### config.mk
export PLATFORM = sky130hd
export DESIGN_NAME = hicore_icb_arbt_flat
export DESIGN_NICKNAME = d
export VERILOG_FILES = /design/src/rtl/hicore_icb_arbt_if.sv /design/src/rtl/hicore_icb_arbt.sv /design/src/flat_wrapper.sv
export SDC_FILE = /design/constraint.sdc
export NUM_CORES = 1
export LEC_CHECK = 0
export CAP_MARGIN = 20
export CORE_AREA = 2 2 124 126
export DETAILED_ROUTE_END_ITERATION = 16
export DIE_AREA = 0 0 126 128
export PLACE_DENSITY = 0.59
export SLEW_MARGIN = 20
export SYNTH_ARGS = -nofsm -noshare
export SYNTH_HDL_FRONTEND = slang
export SYNTH_SLANG_ARGS = --single-unit
### constraint.sdc
create_clock -name clk -period 5.75 [get_ports clk]
set_input_delay 1.4375 -clock clk [delete_from_list [all_inputs] [get_ports clk]]
set_output_delay 1.4375 -clock clk [all_outputs]
set_load 0.02 [all_outputs]
### src/rtl/hicore_icb_arbt_if.sv
`default_nettype none
// ============================================================================
// Module   : hicore_icb_arbt_if
// Purpose  : Bundle of the two-initiator ICB ports and the single target ICB
//            port seen by the ICB arbiter.
// Revision : 1.0 - initial release
// ============================================================================
interface hicore_icb_arbt_if #(
  parameter int AW = 32,
  parameter int DW = 32
);
  // Initiator side (two initiators, bit/slice n = initiator n)
  logic [1:0]          i_bus_icb_cmd_valid;
  logic [1:0]          i_bus_icb_cmd_ready;
  logic [1:0]          i_bus_icb_cmd_read;
  logic [2*AW-1:0]     i_bus_icb_cmd_addr;
  logic [2*DW-1:0]     i_bus_icb_cmd_wdata;
  logic [2*DW/8-1:0]   i_bus_icb_cmd_wmask;
  logic [1:0]          i_bus_icb_rsp_valid;
  logic [1:0]          i_bus_icb_rsp_ready;
  logic [1:0]          i_bus_icb_rsp_err;
  logic [2*DW-1:0]     i_bus_icb_rsp_rdata;

  // Target side
  logic                o_icb_cmd_valid;
  logic                o_icb_cmd_ready;
  logic                o_icb_cmd_read;
  logic [AW-1:0]       o_icb_cmd_addr;
  logic [DW-1:0]       o_icb_cmd_wdata;
  logic [DW/8-1:0]     o_icb_cmd_wmask;
  logic                o_icb_rsp_valid;
  logic                o_icb_rsp_ready;
  logic                o_icb_rsp_err;
  logic [DW-1:0]       o_icb_rsp_rdata;

  // Arbiter view
  modport slave (
    input  i_bus_icb_cmd_valid, i_bus_icb_cmd_read, i_bus_icb_cmd_addr,
           i_bus_icb_cmd_wdata, i_bus_icb_cmd_wmask, i_bus_icb_rsp_ready,
           o_icb_cmd_ready, o_icb_rsp_valid, o_icb_rsp_err, o_icb_rsp_rdata,
    output i_bus_icb_cmd_ready, i_bus_icb_rsp_valid, i_bus_icb_rsp_err,
           i_bus_icb_rsp_rdata, o_icb_cmd_valid, o_icb_cmd_read,
           o_icb_cmd_addr, o_icb_cmd_wdata, o_icb_cmd_wmask, o_icb_rsp_ready
  );

  // Environment view (initiators plus target)
  modport master (
    output i_bus_icb_cmd_valid, i_bus_icb_cmd_read, i_bus_icb_cmd_addr,
           i_bus_icb_cmd_wdata, i_bus_icb_cmd_wmask, i_bus_icb_rsp_ready,
           o_icb_cmd_ready, o_icb_rsp_valid, o_icb_rsp_err, o_icb_rsp_rdata,
    input  i_bus_icb_cmd_ready, i_bus_icb_rsp_valid, i_bus_icb_rsp_err,
           i_bus_icb_rsp_rdata, o_icb_cmd_valid, o_icb_cmd_read,
           o_icb_cmd_addr, o_icb_cmd_wdata, o_icb_cmd_wmask, o_icb_rsp_ready
  );
endinterface
`default_nettype wire

### src/rtl/hicore_icb_arbt.sv
`default_nettype none
// ============================================================================
// Module   : hicore_icb_arbt
// Purpose  : Two-to-one ICB arbiter. Round-robin command arbitration with a
//            grant lock while the target stalls, and an in-order outstanding
//            id FIFO that steers responses back to the issuing initiator.
// Revision : 1.0 - initial release
// ============================================================================
module hicore_icb_arbt #(
  parameter int AW         = 32,
  parameter int DW         = 32,
  parameter int OUTS_DEPTH = 2
) (
  input  wire logic          clk,
  input  wire logic          rst,
  hicore_icb_arbt_if.slave   bus
);

  // Pointer and occupancy widths; a depth of 1 still needs a 1-bit pointer
  localparam int PW = (OUTS_DEPTH > 1) ? $clog2(OUTS_DEPTH) : 1;
  localparam int CW = $clog2(OUTS_DEPTH + 1);
  localparam logic [CW-1:0] C_DEPTH = CW'(OUTS_DEPTH);
  localparam logic [PW-1:0] C_LAST  = PW'(OUTS_DEPTH - 1);

  // Arbitration state
  logic          rr_ptr_q,  rr_ptr_d;
  logic          lock_q,    lock_d;
  logic          lock_id_q, lock_id_d;

  // Outstanding id FIFO
  logic          id_mem_q [OUTS_DEPTH];
  logic [PW-1:0] wr_ptr_q,  wr_ptr_d;
  logic [PW-1:0] rd_ptr_q,  rd_ptr_d;
  logic [CW-1:0] cnt_q,     cnt_d;

  logic w_fifo_full;
  logic w_fifo_empty;
  logic w_gnt_id;
  logic w_head_id;
  logic w_cmd_valid;
  logic w_cmd_hs;
  logic w_rsp_ready;
  logic w_rsp_hs;

  assign w_fifo_full  = (cnt_q == C_DEPTH);
  assign w_fifo_empty = (cnt_q == '0);
  assign w_head_id    = id_mem_q[rd_ptr_q];

  // A locked grant sticks to the stalled initiator; otherwise rr_ptr has
  // priority and the other initiator wins only when rr_ptr is idle
  assign w_gnt_id = lock_q ? lock_id_q
                  : (bus.i_bus_icb_cmd_valid[rr_ptr_q] ? rr_ptr_q : ~rr_ptr_q);

  // Command path: purely combinational mux from the granted initiator
  assign w_cmd_valid          = (|bus.i_bus_icb_cmd_valid) & ~w_fifo_full;
  assign w_cmd_hs             = w_cmd_valid & bus.o_icb_cmd_ready;
  assign bus.o_icb_cmd_valid  = w_cmd_valid;
  assign bus.o_icb_cmd_read   = bus.i_bus_icb_cmd_read[w_gnt_id];
  assign bus.o_icb_cmd_addr   = w_gnt_id ? bus.i_bus_icb_cmd_addr[2*AW-1:AW]
                                         : bus.i_bus_icb_cmd_addr[AW-1:0];
  assign bus.o_icb_cmd_wdata  = w_gnt_id ? bus.i_bus_icb_cmd_wdata[2*DW-1:DW]
                                         : bus.i_bus_icb_cmd_wdata[DW-1:0];
  assign bus.o_icb_cmd_wmask  = w_gnt_id ? bus.i_bus_icb_cmd_wmask[2*DW/8-1:DW/8]
                                         : bus.i_bus_icb_cmd_wmask[DW/8-1:0];
  assign bus.i_bus_icb_cmd_ready = (bus.o_icb_cmd_ready & ~w_fifo_full)
                                   ? (w_gnt_id ? 2'b10 : 2'b01) : 2'b00;

  // Response path: route to the initiator at the FIFO head; a response with
  // nothing outstanding is neither forwarded nor accepted
  assign w_rsp_ready          = bus.i_bus_icb_rsp_ready[w_head_id] & ~w_fifo_empty;
  assign w_rsp_hs             = bus.o_icb_rsp_valid & w_rsp_ready;
  assign bus.o_icb_rsp_ready  = w_rsp_ready;
  assign bus.i_bus_icb_rsp_valid = (bus.o_icb_rsp_valid & ~w_fifo_empty)
                                   ? (w_head_id ? 2'b10 : 2'b01) : 2'b00;
  assign bus.i_bus_icb_rsp_err   = {2{bus.o_icb_rsp_err}};
  assign bus.i_bus_icb_rsp_rdata = {2{bus.o_icb_rsp_rdata}};

  // Next-state for arbitration and FIFO bookkeeping
  always_comb begin
    rr_ptr_d  = rr_ptr_q;
    lock_d    = lock_q;
    lock_id_d = lock_id_q;
    wr_ptr_d  = wr_ptr_q;
    rd_ptr_d  = rd_ptr_q;
    cnt_d     = cnt_q;

    if (w_cmd_hs) begin
      rr_ptr_d = ~w_gnt_id;
      lock_d   = 1'b0;
    end else if (w_cmd_valid) begin
      lock_d    = 1'b1;
      lock_id_d = w_gnt_id;
    end

    if (w_cmd_hs) begin
      wr_ptr_d = (wr_ptr_q == C_LAST) ? '0 : wr_ptr_q + PW'(1);
    end
    if (w_rsp_hs) begin
      rd_ptr_d = (rd_ptr_q == C_LAST) ? '0 : rd_ptr_q + PW'(1);
    end

    // Push is already gated by full, so push+pop leaves the count unchanged
    case ({w_cmd_hs, w_rsp_hs})
      2'b10:   cnt_d = cnt_q + CW'(1);
      2'b01:   cnt_d = cnt_q - CW'(1);
      default: cnt_d = cnt_q;
    endcase
  end

  // State registers; reset drops every outstanding id
  always_ff @(posedge clk) begin
    if (rst) begin
      rr_ptr_q  <= 1'b0;
      lock_q    <= 1'b0;
      lock_id_q <= 1'b0;
      wr_ptr_q  <= '0;
      rd_ptr_q  <= '0;
      cnt_q     <= '0;
    end else begin
      rr_ptr_q  <= rr_ptr_d;
      lock_q    <= lock_d;
      lock_id_q <= lock_id_d;
      wr_ptr_q  <= wr_ptr_d;
      rd_ptr_q  <= rd_ptr_d;
      cnt_q     <= cnt_d;
    end
  end

  // FIFO storage: record the granted id on every accepted command
  always_ff @(posedge clk) begin
    if (rst) begin
      for (int i = 0; i < OUTS_DEPTH; i++) begin
        id_mem_q[i] <= 1'b0;
      end
    end else if (w_cmd_hs) begin
      id_mem_q[wr_ptr_q] <= w_gnt_id;
    end
  end

endmodule
`default_nettype wire

### src/flat_wrapper.sv
// flat-port wrapper written by rule: the top's interface ports become plain ports
module hicore_icb_arbt_flat 
#(
  parameter int AW         = 32,
  parameter int DW         = 32,
  parameter int OUTS_DEPTH = 2
)
  (clk, rst, bus_i_bus_icb_cmd_valid, bus_i_bus_icb_cmd_read, bus_i_bus_icb_cmd_addr, bus_i_bus_icb_cmd_wdata, bus_i_bus_icb_cmd_wmask, bus_i_bus_icb_rsp_ready, bus_o_icb_cmd_ready, bus_o_icb_rsp_valid, bus_o_icb_rsp_err, bus_o_icb_rsp_rdata, bus_i_bus_icb_cmd_ready, bus_i_bus_icb_rsp_valid, bus_i_bus_icb_rsp_err, bus_i_bus_icb_rsp_rdata, bus_o_icb_cmd_valid, bus_o_icb_cmd_read, bus_o_icb_cmd_addr, bus_o_icb_cmd_wdata, bus_o_icb_cmd_wmask, bus_o_icb_rsp_ready);
  hicore_icb_arbt_if #(.AW(AW), .DW(DW)) bus_i ();
  input  wire logic clk;
  input  wire logic rst;
  input wire logic [$bits(bus_i.i_bus_icb_cmd_valid)-1:0] bus_i_bus_icb_cmd_valid;
  input wire logic [$bits(bus_i.i_bus_icb_cmd_read)-1:0] bus_i_bus_icb_cmd_read;
  input wire logic [$bits(bus_i.i_bus_icb_cmd_addr)-1:0] bus_i_bus_icb_cmd_addr;
  input wire logic [$bits(bus_i.i_bus_icb_cmd_wdata)-1:0] bus_i_bus_icb_cmd_wdata;
  input wire logic [$bits(bus_i.i_bus_icb_cmd_wmask)-1:0] bus_i_bus_icb_cmd_wmask;
  input wire logic [$bits(bus_i.i_bus_icb_rsp_ready)-1:0] bus_i_bus_icb_rsp_ready;
  input wire logic [$bits(bus_i.o_icb_cmd_ready)-1:0] bus_o_icb_cmd_ready;
  input wire logic [$bits(bus_i.o_icb_rsp_valid)-1:0] bus_o_icb_rsp_valid;
  input wire logic [$bits(bus_i.o_icb_rsp_err)-1:0] bus_o_icb_rsp_err;
  input wire logic [$bits(bus_i.o_icb_rsp_rdata)-1:0] bus_o_icb_rsp_rdata;
  output wire logic [$bits(bus_i.i_bus_icb_cmd_ready)-1:0] bus_i_bus_icb_cmd_ready;
  output wire logic [$bits(bus_i.i_bus_icb_rsp_valid)-1:0] bus_i_bus_icb_rsp_valid;
  output wire logic [$bits(bus_i.i_bus_icb_rsp_err)-1:0] bus_i_bus_icb_rsp_err;
  output wire logic [$bits(bus_i.i_bus_icb_rsp_rdata)-1:0] bus_i_bus_icb_rsp_rdata;
  output wire logic [$bits(bus_i.o_icb_cmd_valid)-1:0] bus_o_icb_cmd_valid;
  output wire logic [$bits(bus_i.o_icb_cmd_read)-1:0] bus_o_icb_cmd_read;
  output wire logic [$bits(bus_i.o_icb_cmd_addr)-1:0] bus_o_icb_cmd_addr;
  output wire logic [$bits(bus_i.o_icb_cmd_wdata)-1:0] bus_o_icb_cmd_wdata;
  output wire logic [$bits(bus_i.o_icb_cmd_wmask)-1:0] bus_o_icb_cmd_wmask;
  output wire logic [$bits(bus_i.o_icb_rsp_ready)-1:0] bus_o_icb_rsp_ready;
  assign bus_i.i_bus_icb_cmd_valid = bus_i_bus_icb_cmd_valid;
  assign bus_i.i_bus_icb_cmd_read = bus_i_bus_icb_cmd_read;
  assign bus_i.i_bus_icb_cmd_addr = bus_i_bus_icb_cmd_addr;
  assign bus_i.i_bus_icb_cmd_wdata = bus_i_bus_icb_cmd_wdata;
  assign bus_i.i_bus_icb_cmd_wmask = bus_i_bus_icb_cmd_wmask;
  assign bus_i.i_bus_icb_rsp_ready = bus_i_bus_icb_rsp_ready;
  assign bus_i.o_icb_cmd_ready = bus_o_icb_cmd_ready;
  assign bus_i.o_icb_rsp_valid = bus_o_icb_rsp_valid;
  assign bus_i.o_icb_rsp_err = bus_o_icb_rsp_err;
  assign bus_i.o_icb_rsp_rdata = bus_o_icb_rsp_rdata;
  assign bus_i_bus_icb_cmd_ready = bus_i.i_bus_icb_cmd_ready;
  assign bus_i_bus_icb_rsp_valid = bus_i.i_bus_icb_rsp_valid;
  assign bus_i_bus_icb_rsp_err = bus_i.i_bus_icb_rsp_err;
  assign bus_i_bus_icb_rsp_rdata = bus_i.i_bus_icb_rsp_rdata;
  assign bus_o_icb_cmd_valid = bus_i.o_icb_cmd_valid;
  assign bus_o_icb_cmd_read = bus_i.o_icb_cmd_read;
  assign bus_o_icb_cmd_addr = bus_i.o_icb_cmd_addr;
  assign bus_o_icb_cmd_wdata = bus_i.o_icb_cmd_wdata;
  assign bus_o_icb_cmd_wmask = bus_i.o_icb_cmd_wmask;
  assign bus_o_icb_rsp_ready = bus_i.o_icb_rsp_ready;
  hicore_icb_arbt #(.AW(AW), .DW(DW), .OUTS_DEPTH(OUTS_DEPTH)) u_core (.clk(clk), .rst(rst), .bus(bus_i));
endmodule
## Word-level counts from Yosys, hierarchy flattened

Memories as Yosys holds them, arrays and structs flattened. A register that Yosys moved wholly into a read port is not among the register bits.
Cells that the tools add are included.
Widths: inputs -> output; s select.

- Memories kept: 1
- Bits in registers: 7
- RAM bits: 2
- Output and inout port bits: 141

Memories:

| memory | depth | bits a word | read ports | clocked after memory_dff | write ports | RTL line | text |
|---|---|---|---|---|---|---|---|
| u_core.id_mem_q | 2 | 1 | 1 | 1 | 2 | hicore_icb_arbt.sv:31 | `logic id_mem_q [OUTS_DEPTH];` |

- Add/sub/neg operators: 4
- Eq/ne operators: 3
- Reductions and logical operators: 6
- Order comparisons: 3
- Bitwise operators: 11
- Mux-type cells: 28

Operator list:

| cell | number |
|---|---|
| $mux 32 | 2 |
| $mux 1 | 20 |
| $mux 2 | 4 |
| $and 1x1->1 | 6 |
| $lt 1x2->1 const B | 3 |
| $not 1->1 | 5 |
| $eq 2x2->1 const B | 2 |
| $mux 4 | 1 |
| $pmux 2 s2 | 1 |
| $reduce_or 2->1 | 2 |
| $add 1x1->1 const B | 2 |
| $add 2x1->2 const B | 1 |
| $eq 2x1->1 const B | 1 |
| $logic_not 2->1 | 1 |
| $reduce_and 2->1 | 1 |
| $reduce_bool 2->1 | 1 |
| $sub 2x1->2 const B | 1 |
| $reduce_or 1->1 | 1 |

## Logic depth before layout (Yosys ltp)

- Depth in word-level cells: 9
- Mapped depth: 8

## Worst setup path before layout

No wires, ideal clock.

- Path type: input port to output port
- Start point: in bus_i_bus_icb_cmd_valid[1]
- End point: out bus_o_icb_cmd_addr[14]
- Path slack: 1659 ps
- Arrival time: 2653 ps
- Stages on the path: 4
- Cells stage by stage: and2_4 -> o31ai_4 -> buf_6 -> mux2_1

- Cells in the longest elaborated chain, start to end: 5

RTL lines:

| what | RTL line | text |
|---|---|---|
| start: declaration | flat_wrapper.sv:12 | `input wire logic [$bits(bus_i.i_bus_icb_cmd_valid)-1:0] bus_i_bus_icb_cmd_valid;` |
| $mux 1 (not written as such) (2 in a row) | hicore_icb_arbt.sv:52 | `: (bus.i_bus_icb_cmd_valid[rr_ptr_q] ? rr_ptr_q : ~rr_ptr_q);` |
| $mux 1 | hicore_icb_arbt.sv:52 |  |
| $mux 1 | hicore_icb_arbt.sv:51 | `assign w_gnt_id = lock_q ? lock_id_q` |
| $mux 32 | hicore_icb_arbt.sv:59 | `assign bus.o_icb_cmd_addr = w_gnt_id ? bus.i_bus_icb_cmd_addr[2*AW-1:AW]` |
| end: declaration | flat_wrapper.sv:28 | `output wire logic [$bits(bus_i.o_icb_cmd_addr)-1:0] bus_o_icb_cmd_addr;` |

No other way between the ends. The select of a mux whose other input is x is not followed.

## Final worst setup path

- Start point: in bus_i_bus_icb_cmd_valid[0]
- End point: out bus_o_icb_cmd_wmask[2]

- Cells in the longest elaborated chain, start to end: 5

RTL lines:

| what | RTL line | text |
|---|---|---|
| $mux 1 (not written as such) (2 in a row) | hicore_icb_arbt.sv:52 |  |
| $mux 1 | hicore_icb_arbt.sv:52 |  |
| $mux 1 | hicore_icb_arbt.sv:51 |  |
| $mux 4 | hicore_icb_arbt.sv:63 | `assign bus.o_icb_cmd_wmask = w_gnt_id ? bus.i_bus_icb_cmd_wmask[2*DW/8-1:DW/8]` |
| end: declaration | flat_wrapper.sv:30 | `output wire logic [$bits(bus_i.o_icb_cmd_wmask)-1:0] bus_o_icb_cmd_wmask;` |

No other way between the ends. The select of a mux whose other input is x is not followed.

==> results <==
path summary, 6_finish.rpt:
check,startpoint,to,slack (ps),cells past startpoint
min,u_core.wr_ptr_q,u_core.wr_ptr_q,490,2
max reg2reg,u_core.cnt_q[0],u_core.cnt_q[1],3690,6
max,bus_i_bus_icb_cmd_valid[0],bus_o_icb_cmd_wmask[2],550,6
min reg2reg,u_core.wr_ptr_q,u_core.wr_ptr_q,490,2
cell usage after synthesis (3+ instances only):
library cell	count	share of area, %
buf_4	66	26
mux2_2	55	32
mux2_1	16	9.4
dfxtp_1	8	8.3
nor2_1	8	1.6
buf_6	7	4.1
inv_1	4	0.78
nor3_1	4	1.0
o21ai_0	4	1.0
a21oi_1	3	0.78
mux2i_1	3	1.6
nor2b_1	3	0.98
registers in the layout, summed over array words and instances (netlist names), named ones only:
signal            count
u_core.cnt_q          2
u_core.rd_ptr_q       1
u_core.lock_q         1
u_core.rr_ptr_q       1
u_core.lock_id_q      1
u_core.id_mem_q       2
u_core.wr_ptr_q       1
layer usage:
metal,up-vias,track usage (%),part of all wire [%]
li1,956,-,-
met3,20,6.14,14
met1,924,10.7,32
met2,168,20.1,51
met4,0,3.36,2.2
met5,-,0,0
cell families (layout without fill, tap and decap cells):
logic type      after synthesis  count (layout)
xor+xnor                      2               2
flops                        10              10
mux                          74              74
fa+ha+maj                     1               1
buf+inv                      79             230
compound gates               15              15
simple gates                 25              25
worst max-delay path: cells and delay by family:
kind	cells	cell delay, ps
multiplexers	1	400
AND/OR/NAND/NOR	1	80
AO/OA/AOI/OAI	1	280
buffers and inverters	3	1530
power groups by stage:
stage / sequential [mW] / combinational, mW / clock (mW)
2_1_floorplan: 0.0898 / 0.392 / 0
3_3_place_gp: 0.0964 / 0.614 / 0
3_5_place_dp: 0.0972 / 0.619 / 0
4_1_cts: 0.0962 / 0.623 / 0.141
5_1_grt: 0.0978 / 0.644 / 0.147
6_report: 0.0960 / 0.613 / 0.138
metrics by stage:
step | utilization (%) | instances | power [mW] | hold WS [ps]
finish | 26.2 | 545 | 0.847 | 495
global route | 26.2 | 545 | 0.889 | 521
CTS | 26.2 | 545 | 0.860 | 494
detailed placement | 25.6 | 541 | 0.716 | 486
global placement | 25.6 | 541 | 0.710 | 471
floorplan | - | 206 | 0.482 | 461
layout by cell type (no fill, tap or decap), types with 2 or more instances in the layout:
cell	n
inv_1	4
mux2_2	55
clkdlybuf4s50_1	220
o21ai_0	4
mux2_1	16
nor3_1	4
nor2b_1	3
dfxtp_1	8
nand4_1	2
clkbuf_16	3
o211ai_1	2
nand2b_1	2
edfxtp_1	2
nor2_1	8
a21oi_1	3
nor4_1	2
mux2i_1	3
final cells by class:
cell class                 count  area (sq um)
sequential                    10           220
tap                          188           235
multi-input combinational    117          1100
inverter                       4          15.0
clock buffer                   4          88.8
timing repair buffer         222          2230
fill                        1548         11000
==> reports/qor.csv <==
stage,metric,value,unit
run_status,status,"complete, no violations",
critical_path,crit_fanout,38,
yosys,syn-cell-area,1920,sq um
clock_network,cts_tree,done,
clock_network,cts.sinks,10,
clock_network,cts_max_path_buffers,2,
critical_path,critPathKind,primary input to output port,
finish,diodes,0,
finish,layout-drive-gt1-share,17.9,%
timing,drv_slew,0,
routing,totalWireLength,10100,um
place,placed_cell_area,3800,sq um
power_and_ir_drop,p_leak,1.40,nW
grt,grt_pass1_vias,2052,
grt,grt_pass1_wl,13400,um
timing,fin_skew,0.649,ps
yosys,yosys.area_share.simple,6.84,%
critical_path,worstPathCellList,clkdlybuf4s50_1 > nor2_1 > o31ai_4 > buf_4 > mux2_2 > clkdlybuf4s50_1,
critical_path,required,4310,ps
floorplanning,coreArea,14900,sq um
grt,grt_max_degree,39,
hold_path,hold_path.class,flip-flop to flip-flop,
timing,worst_pin_slew,502,ps
power_and_ir_drop,switching_share,37.6,%
timing,rsz0062_at_grt,no,
routing,antenna_left,0,
yosys,ys_seq_area_share,11.5,%
yosys,syn-mean-instance-area,9.32,sq um
timing,finalHoldViolCount,0,
critical_path,crit_slowest_cell,clkdlybuf4s50_1,
timing,setup_tns,0,ps
yosys,ys_seq_elements,10,
finish,stdcell_area,3890,sq um
yosys,ys.flop_type,dfxtp_1,
clock_network,numCtsBuffers,3,
clock_network,post-cts-setup-buffer-count,0,
floorplanning,die_w,126,um
timing,final.min_clock_period,5200,ps
routing,wire_per_inst,18.6,um
grt,overflow,0,
place,hpwl,8820,um
critical_path,critPathCaptureType,output port,
clock_network,holdBufCountCts,0,
routing,remaining_drc_errors,0,
finish,syn2layout_area_growth,103,%
power_and_ir_drop,combPwrFrac,72.4,%
yosys,synth_top_family_by_area,multiplexers,
routing,vias,2068,
yosys,yosys_warnings,0,
critical_path,slowest_delay,570,ps
place,place_congestion,0.818,
power_and_ir_drop,p_sw,318,uW
yosys,syn_inst,206,
floorplanning,start_util,12.9,%
timing,fmax,192,MHz
power_and_ir_drop,p_int,528,uW
clock_network,cts.clk_slew.worst_paths,40,ps
clock_network,htree_levels,1,
clock_network,post_cts_resized,0,
power_and_ir_drop,power.share.clock,16.3,%
floorplanning,die-area,16100,sq um
finish,fin_nets,538,
yosys,synth-compound-area-share,5.74,%
yosys,syn-num-nets,386,
critical_path,path_common_cell,clkdlybuf4s50_1,
timing,setup_viol,0,
critical_path,worstSetupStartpointType,primary input,
power_and_ir_drop,p_per_area,218,nW/um^2
floorplanning,pin_count,320,
timing,finalCritPeriodShare,90.5,%
clock_network,clock_latency,240,ps
yosys,synth_xor_area_share,0.913,%
yosys,synth.distinct_cells,32,
place,port_buffers,220,
grt,grtUsageTotal,11.0,%
place,post-place-ws,510,ps
yosys,synth_mux_area_share,43.2,%
routing,avgViaCountPerCell,3.79,
floorplanning,rows,45,
power_and_ir_drop,ir_worst_vdd,90.7,uV
yosys,synth_adder_area_share,0.652,%
timing,slew_headroom,66.6,%
timing,fin_ws,546,ps
routing,drt_first_pass_iters,6,
routing,drtIter0Drc,45,
critical_path,crit_arrival,3770,ps
clock_network,cts-root-buf,clkbuf_16,
floorplanning,die-height,128,um
power_and_ir_drop,seqPwrFrac,11.3,%
grt,antenna_found_initial,0,
yosys,synth_edf_count,2,
yosys,async_flop_share,0,%
run,drv_cap,0,
Power figures use the tool's default switching activity.
